`src/rtl/escritura_memoria_to_registro_pkg.sv`:
```
// Shared address map, sizes and FSM encoding for the processor-to-network write port.
package escritura_memoria_to_registro_pkg;

  localparam logic [8:0] ADDR_CTRL    = 9'h000;
  localparam logic [8:0] ADDR_ERR     = 9'h008;
  localparam logic [8:0] ADDR_COEFF0  = 9'h00C;
  localparam logic [8:0] ADDR_OFFSET  = 9'h05C;
  localparam logic [8:0] ADDR_ENTRADA = 9'h060;

  localparam int unsigned NUM_COEFF = 20;

  typedef enum logic [1:0] {
    ST_IDLE  = 2'd0,
    ST_START = 2'd1,
    ST_WAIT  = 2'd2
  } state_t;

  // Byte address of coefficient k; word stride keeps bits[1:0] zero.
  function automatic logic [8:0] coeff_addr(input int unsigned k);
    return ADDR_COEFF0 + 9'(k << 2);
  endfunction

endpackage

```
`src/rtl/escritura_memoria_to_registro_if.sv`:
```
// Write-bus and network-facing signals of the write port, grouped with master/slave views.
interface escritura_memoria_to_registro_if #(
  parameter int Width = 4
);
  import escritura_memoria_to_registro_pkg::*;

  logic                          Write;
  logic [8:0]                    Address;
  logic signed [Width-1:0]       InDato;
  logic                          ListoIn;
  logic [NUM_COEFF*Width-1:0]    CoeffBus;
  logic signed [Width-1:0]       OffsetOut;
  logic signed [Width-1:0]       DatoEntrada;
  logic                          Iniciar;
  logic                          Ocupado;
  logic                          InError;
  logic                          Timeout;

  modport master (
    output Write, Address, InDato, ListoIn,
    input  CoeffBus, OffsetOut, DatoEntrada, Iniciar, Ocupado, InError, Timeout
  );

  modport slave (
    input  Write, Address, InDato, ListoIn,
    output CoeffBus, OffsetOut, DatoEntrada, Iniciar, Ocupado, InError, Timeout
  );

endinterface

```
`src/rtl/escritura_memoria_to_registro_shadow_bank.sv`:
```
// Shadow registers loaded by decoded writes, copied to the active set on commit.
module escritura_memoria_to_registro_shadow_bank
  import escritura_memoria_to_registro_pkg::*;
#(
  parameter int Width = 4
) (
  input  logic                       i_clk,
  input  logic                       i_rst,
  input  logic                       i_write,
  input  logic [8:0]                 i_addr,
  input  logic [Width-1:0]           i_data,
  input  logic                       i_commit,
  output logic [NUM_COEFF*Width-1:0] o_coeff_bus,
  output logic [Width-1:0]           o_offset,
  output logic [Width-1:0]           o_entrada
);

  logic [Width-1:0] r_sh_coeff  [NUM_COEFF];
  logic [Width-1:0] r_act_coeff [NUM_COEFF];
  logic [Width-1:0] r_sh_offset, r_act_offset;
  logic [Width-1:0] r_sh_entrada, r_act_entrada;

  always_ff @(posedge i_clk) begin
    if (i_rst) begin
      for (int unsigned k = 0; k < NUM_COEFF; k++) begin
        r_sh_coeff[k]  <= '0;
        r_act_coeff[k] <= '0;
      end
      r_sh_offset   <= '0;
      r_act_offset  <= '0;
      r_sh_entrada  <= '0;
      r_act_entrada <= '0;
    end else begin
      if (i_write) begin
        for (int unsigned k = 0; k < NUM_COEFF; k++) begin
          if (i_addr == coeff_addr(k)) r_sh_coeff[k] <= i_data;
        end
        if (i_addr == ADDR_OFFSET)  r_sh_offset  <= i_data;
        if (i_addr == ADDR_ENTRADA) r_sh_entrada <= i_data;
      end
      // Commit only coincides with a control write, so shadows are never updated on that edge.
      if (i_commit) begin
        for (int unsigned k = 0; k < NUM_COEFF; k++) r_act_coeff[k] <= r_sh_coeff[k];
        r_act_offset  <= r_sh_offset;
        r_act_entrada <= r_sh_entrada;
      end
    end
  end

  always_comb begin
    o_coeff_bus = '0;
    for (int unsigned k = 0; k < NUM_COEFF; k++) o_coeff_bus[k*Width +: Width] = r_act_coeff[k];
  end

  assign o_offset  = r_act_offset;
  assign o_entrada = r_act_entrada;

endmodule

```
`src/rtl/escritura_memoria_to_registro.sv`:
```
// Memory-mapped write port: shadow/active parameter registers, start handshake and timeout/error flags.
module escritura_memoria_to_registro
  import escritura_memoria_to_registro_pkg::*;
#(
  parameter int Width      = 4,
  parameter int TimeoutCyc = 1024
) (
  input logic CLK,
  input logic RST,
  escritura_memoria_to_registro_if.slave bus
);

  localparam int CntW = $clog2(TimeoutCyc + 1);
  localparam logic [CntW-1:0] CntLast = CntW'(TimeoutCyc - 1);

  state_t          r_state, w_state_next;
  logic [CntW-1:0] r_cnt, w_cnt_next;
  logic            r_inerror, r_timeout;
  logic            w_start_cmd, w_clear_cmd;
  logic            w_commit, w_iniciar, w_ocupado, w_busy_err, w_timeout_evt;

  assign w_start_cmd = bus.Write && (bus.Address == ADDR_CTRL) && (bus.InDato != '0);
  assign w_clear_cmd = bus.Write && (bus.Address == ADDR_ERR);

  always_ff @(posedge CLK) begin
    if (RST) begin
      r_state   <= ST_IDLE;
      r_cnt     <= '0;
      r_inerror <= 1'b0;
      r_timeout <= 1'b0;
    end else begin
      r_state <= w_state_next;
      r_cnt   <= w_cnt_next;
      // A new error event on the same edge as a clear keeps the flag set.
      if (w_busy_err || w_timeout_evt) r_inerror <= 1'b1;
      else if (w_clear_cmd)            r_inerror <= 1'b0;
      if (w_timeout_evt)               r_timeout <= 1'b1;
      else if (w_clear_cmd)            r_timeout <= 1'b0;
    end
  end

  always_comb begin
    w_state_next  = r_state;
    w_cnt_next    = r_cnt;
    w_commit      = 1'b0;
    w_iniciar     = 1'b0;
    w_ocupado     = 1'b0;
    w_busy_err    = 1'b0;
    w_timeout_evt = 1'b0;
    unique case (r_state)
      ST_IDLE: begin
        if (w_start_cmd) begin
          w_state_next = ST_START;
          w_commit     = 1'b1;
        end
      end
      ST_START: begin
        w_iniciar    = 1'b1;
        w_ocupado    = 1'b1;
        w_busy_err   = w_start_cmd;
        w_cnt_next   = '0;
        w_state_next = ST_WAIT;
      end
      ST_WAIT: begin
        w_ocupado  = 1'b1;
        w_busy_err = w_start_cmd;
        if (bus.ListoIn) begin
          w_state_next = ST_IDLE;
        end else if (r_cnt == CntLast) begin
          w_state_next  = ST_IDLE;
          w_timeout_evt = 1'b1;
        end else begin
          w_cnt_next = r_cnt + 1'b1;
        end
      end
      default: w_state_next = ST_IDLE;
    endcase
  end

  logic [NUM_COEFF*Width-1:0] w_coeff_bus;
  logic [Width-1:0]           w_offset, w_entrada;

  escritura_memoria_to_registro_shadow_bank #(
    .Width(Width)
  ) u_shadow_bank (
    .i_clk       (CLK),
    .i_rst       (RST),
    .i_write     (bus.Write),
    .i_addr      (bus.Address),
    .i_data      (bus.InDato),
    .i_commit    (w_commit),
    .o_coeff_bus (w_coeff_bus),
    .o_offset    (w_offset),
    .o_entrada   (w_entrada)
  );

  assign bus.CoeffBus    = w_coeff_bus;
  assign bus.OffsetOut   = w_offset;
  assign bus.DatoEntrada = w_entrada;
  assign bus.Iniciar     = w_iniciar;
  assign bus.Ocupado     = w_ocupado;
  assign bus.InError     = r_inerror;
  assign bus.Timeout     = r_timeout;

endmodule

```
`src/flat_wrapper.sv`:
```
// flat-port wrapper written by rule: the top's interface ports become plain ports
module escritura_memoria_to_registro_flat import escritura_memoria_to_registro_pkg::*;
#(
  parameter int Width      = 4,
  parameter int TimeoutCyc = 1024
)
  (CLK, RST, bus_Write, bus_Address, bus_InDato, bus_ListoIn, bus_CoeffBus, bus_OffsetOut, bus_DatoEntrada, bus_Iniciar, bus_Ocupado, bus_InError, bus_Timeout);
  escritura_memoria_to_registro_if #(.Width(Width)) bus_i ();
  input logic CLK;
  input logic RST;
  input wire logic [$bits(bus_i.Write)-1:0] bus_Write;
  input wire logic [$bits(bus_i.Address)-1:0] bus_Address;
  input wire logic [$bits(bus_i.InDato)-1:0] bus_InDato;
  input wire logic [$bits(bus_i.ListoIn)-1:0] bus_ListoIn;
  output wire logic [$bits(bus_i.CoeffBus)-1:0] bus_CoeffBus;
  output wire logic [$bits(bus_i.OffsetOut)-1:0] bus_OffsetOut;
  output wire logic [$bits(bus_i.DatoEntrada)-1:0] bus_DatoEntrada;
  output wire logic [$bits(bus_i.Iniciar)-1:0] bus_Iniciar;
  output wire logic [$bits(bus_i.Ocupado)-1:0] bus_Ocupado;
  output wire logic [$bits(bus_i.InError)-1:0] bus_InError;
  output wire logic [$bits(bus_i.Timeout)-1:0] bus_Timeout;
  assign bus_i.Write = bus_Write;
  assign bus_i.Address = bus_Address;
  assign bus_i.InDato = bus_InDato;
  assign bus_i.ListoIn = bus_ListoIn;
  assign bus_CoeffBus = bus_i.CoeffBus;
  assign bus_OffsetOut = bus_i.OffsetOut;
  assign bus_DatoEntrada = bus_i.DatoEntrada;
  assign bus_Iniciar = bus_i.Iniciar;
  assign bus_Ocupado = bus_i.Ocupado;
  assign bus_InError = bus_i.InError;
  assign bus_Timeout = bus_i.Timeout;
  escritura_memoria_to_registro #(.Width(Width), .TimeoutCyc(TimeoutCyc)) u_core (.CLK(CLK), .RST(RST), .bus(bus_i));
endmodule
```
`config.mk`:
```
export PLATFORM = sky130hd
export DESIGN_NAME = escritura_memoria_to_registro_flat
export DESIGN_NICKNAME = d
export VERILOG_FILES = /design/src/rtl/escritura_memoria_to_registro_pkg.sv /design/src/rtl/escritura_memoria_to_registro_if.sv /design/src/rtl/escritura_memoria_to_registro_shadow_bank.sv /design/src/rtl/escritura_memoria_to_registro.sv /design/src/flat_wrapper.sv
export SDC_FILE = /design/constraint.sdc
export NUM_CORES = 1
export LEC_CHECK = 0
export ABC_AREA = 0
export BUFFER_PORTS_ARGS = -buffer_cell sky130_fd_sc_hd__buf_4
export CORE_MARGIN = 5
export CORE_UTILIZATION = 40
export CTS_CLUSTER_SIZE = 12
export DETAILED_ROUTE_END_ITERATION = 8
export PLACE_DENSITY = 0.7
export SYNTH_ARGS = -nofsm -noshare
export SYNTH_HDL_FRONTEND = slang
export SYNTH_HIERARCHICAL = 1
export SYNTH_SLANG_ARGS = --single-unit
```
`constraint.sdc`:
```
create_clock -name CLK -period 3.6 [get_ports CLK]
set_clock_uncertainty 0.1 [all_clocks]
set_input_delay 0.72 -clock CLK [delete_from_list [all_inputs] [get_ports CLK]]
set_output_delay 0.72 -clock CLK [all_outputs]
set_load 0.03 [all_outputs]
```
==> summary.md <==
| Metric | Value |
|---|---|
| Layout cells sized above 1 | between 20% and 30% |
| Post-route design area | 0.00936 mm² |
| Reg2Reg Depth | 5 |
| CTS buffer count | 17 |
| Most common cell in the netlist | edfxtp_1 |
| Post-synth top area share | a little over three fifths |
| Clock latency on the worst-skew pair | ~0.43 ns |
| Final cycle utilization of the critical path | around 70% |
| DR WL/cell | between 15 and 20 µm |
| Initial antenna violation count | 0 |
| FILL cells | 1617 |
| Average size of a mapped cell | approximately 14 µm² |
| Clk buf depth | 2 |
| Pwr dens | slightly below 500 mW/mm² |
| Sequential share of the synthesized area | a little over two thirds |
| Site row count | 50 |
| Flops & latches, synth | roughly 190 |
| Gr ovfl total | 0 |
| Slew headroom | a little under half |
| Critical path peak fanout | 72 |
| Die height | 149 µm |
| Setup violations, final | 0 |
| Die area | ~0.022 mm² |
| Crit path DAT | around 2.6 ns |
| Post-synth top cells | edfxtp_1, nor2_1, and2_1 |
| EDFF count, synth | 160 |
| I/O Buffers | roughly 110 |
| Mapped Area | a little under 0.008 mm² |
| Hpwl dp | between 10000 and 15000 µm |
| Unique masters post-synth | 55 |
| Vias/cell | between 4 and 5 |
| VDD IR max | 0.351 mV |
| Core area | about 0.019 mm² |
| Post-CTS Hold Fix Bufs | 0 |
| CP Launch Point | bus_InDato[1] |
| R2R Path Start | u_core/r_cnt[0]$_SDFFE_PP0P_ |
| Max Slew Vio Count | 0 |
| Worst Max-Slew Pin Slew | between 0.8 and 0.9 ns |
| Synth warn | 6 |
| DIE WIDTH | ~150 µm |
| Asr flop ratio synth | 0% |
| Outcome | finished clean |
| Antenna-violating nets left | 0 |
| Largest net degree at the start of global routing | 73 |
| # IOs | 109 |
| Clock root buffer master | clkbuf_16 |
| Critical Path End | u_core/u_shadow_bank/r_act_coeff[0][13]$_SDFFCE_PN0P_ |
| RSZ-0062 raised after global routing | false |
| TNS Setup | 0 ns |
| Via count | approximately 4600 |
| RePlAce Congestion | between 0.7 and 0.8 |
| Leakage | roughly 3.5 nW |
| Synth area leader | edfxtp_1 |
| Clock sinks | 191 |
| Final Hold Fails | 0 |
| FMAX | around 0.40 GHz |
| Worst Path Required | between 3 and 4 ns |
| # nets final | 691 |
| Hold path cells | 2 |
| Setup CP Type | input pin to register |
| Initial cell density of the core | about two fifths |
| Mapped Cells | 559 |
| Post-CTS Setup Bufs | 0 |
| Area Growth Syn to Fin | 21.6% |
| Synthesized net count | 580 |
| CTS clk-pin slew, worst paths | approximately 0.070 ns |
| Area contributors post-synth | edfxtp_1, dfxtp_1, and2_1 |
| R2R setup slack | between 1 and 1.5 ns |
| Routed WL | between 15000 and 20000 µm |
| CTS tree | done |
| Crit path time final | ~2.5 ns |
| Diode count | 0 |
| Crit path launch type | input pin |
| Vias in the first global route | about 4700 |
| DRT iter0 DRCs | between 200 and 300 |
| Post-layout util | approximately 50% |
| Hold WC Path Type | register to register |
| Remaining DRCs | 0 |
| Max cap viols | 0 |
| Pre-Repair DR Iteration Count | 5 |
| Depth of the CTS H-tree | 4 |
| Placed cell area | roughly 0.0088 mm² |
| Global-route wire length before repair | 24300 µm |
| Kind of end point of the critical path | register |
| Overall routing resource usage | between 10% and 20% |
| Post_cts resized | 0 |
| Ys flop type | edfxtp_1 |
| Worst r2r dst | u_core/r_cnt[6]$_SDFFE_PP0P_ |
stage by stage:
| step | worst slack (ns) | std cells | hold slack (ns) | power [mW] |
|---|---|---|---|---|
| floorplan | 0.431 | 559 | 0.352 | 2.66 |
| global placement | 0.717 | 911 | 0.361 | 2.76 |
| detailed placement | 0.658 | 911 | 0.363 | 2.77 |
| CTS | 1.09 | 942 | 0.381 | 4.56 |
| global route | 0.992 | 942 | 0.407 | 4.68 |
| finish | 1.09 | 942 | 0.381 | 4.52 |
registers in the layout (all words and copies together) (netlist names):
name,cells
u_core/bus.Timeout,1
u_core/bus.InError,1
u_core/r_cnt,11
u_core/u_shadow_bank/r_sh_coeff,80
u_core/r_state,2
u_core/u_shadow_bank/o_entrada,4
u_core/u_shadow_bank/r_act_coeff,80
u_core/u_shadow_bank/r_sh_offset,4
u_core/u_shadow_bank/o_offset,4
u_core/u_shadow_bank/r_sh_entrada,4
final cells by class:
| cell class | count | area, µm² | share of cell area [%] |
|---|---|---|---|
| clock buffers | 20 | 437 | 4.67 |
| repair buffers | 114 | 868 | 9.28 |
| flip-flops and latches | 191 | 5430 | 58.0 |
| well taps | 260 | 325 | 3.48 |
| clock inverters | 11 | 131 | 1.40 |
| multi-input cells | 339 | 2140 | 22.9 |
| inverters | 7 | 26.3 | 0.281 |
worst max-delay path, cell delays in order:
cell and delay (ns):
buf_4 0.11, or4_1 0.56, and4_1 0.26, and2_1 0.20, nor2b_2 0.15, buf_4 0.30
and2_1 0.25
report_power, final:
group | switching [mW] | internal, mW
Combinational | 0.162 | 0.0747
Clock | 0.770 | 1.03
Sequential | 0.0198 | 2.46
logic make-up after synthesis:
group / Yosys count / synth area share, %
and+or+nand+nor: 278 / 20.8
DFF: 191 / 70.5
AOI/OAI and AO/OA: 40 / 4.16
buffers and inverters: 29 / 1.71
muxes: 17 / 2.21
adders and majority gates: 4 / 0.651
per-layer routing:
layer | GRT usage, % | share of wire [%] | routed length [µm]
met1 | 17.7 | 43 | 6620
met2 | 22.6 | 47 | 7160
met3 | 5.67 | 8.7 | 1330
met4 | 4.71 | 1.5 | 227
met5 | 0 | 0 | 0
worst min path at each step:
stage,startpoint,endpoint
finish,u_core/u_shadow_bank/r_sh_offset[2]$_SDFFE_PP0P_,u_core/u_shadow_bank/r_sh_offset[2]$_SDFFE_PP0P_
global route,u_core/u_shadow_bank/r_sh_offset[0]$_SDFFE_PP0P_,u_core/u_shadow_bank/r_sh_offset[0]$_SDFFE_PP0P_
CTS,u_core/bus.Timeout$_SDFFE_PP0P_,u_core/bus.Timeout$_SDFFE_PP0P_
detailed placement,u_core/bus.Timeout$_SDFFE_PP0P_,u_core/bus.Timeout$_SDFFE_PP0P_
global placement,u_core/u_shadow_bank/r_sh_offset[2]$_SDFFE_PP0P_,u_core/u_shadow_bank/r_sh_offset[2]$_SDFFE_PP0P_
floorplan,u_core/u_shadow_bank/r_sh_entrada[2]$_SDFFE_PP0P_,u_core/u_shadow_bank/r_sh_entrada[2]$_SDFFE_PP0P_
placed cells by master, fill, tap and decap left out, types with 3 or more instances in the layout:
master	instances
o21ai_0	3
o21bai_1	6
a311oi_1	4
nand3_1	13
edfxtp_1	160
ha_1	4
a21o_1	3
nand2b_1	24
inv_1	7
clkinvlp_4	3
nand4_1	4
nor2b_1	11
and2b_1	3
clkbuf_1	3
nand2_1	29
and2_1	73
and4bb_2	3
or4_1	3
clkbuf_16	17
inv_6	3
nor3b_4	3
dfxtp_1	31
a31o_2	3
nor2_1	86
a21oi_1	6
buf_4	113
nor4_1	4
mux2i_1	17
Note: power is estimated with default switching activity, not from simulation.
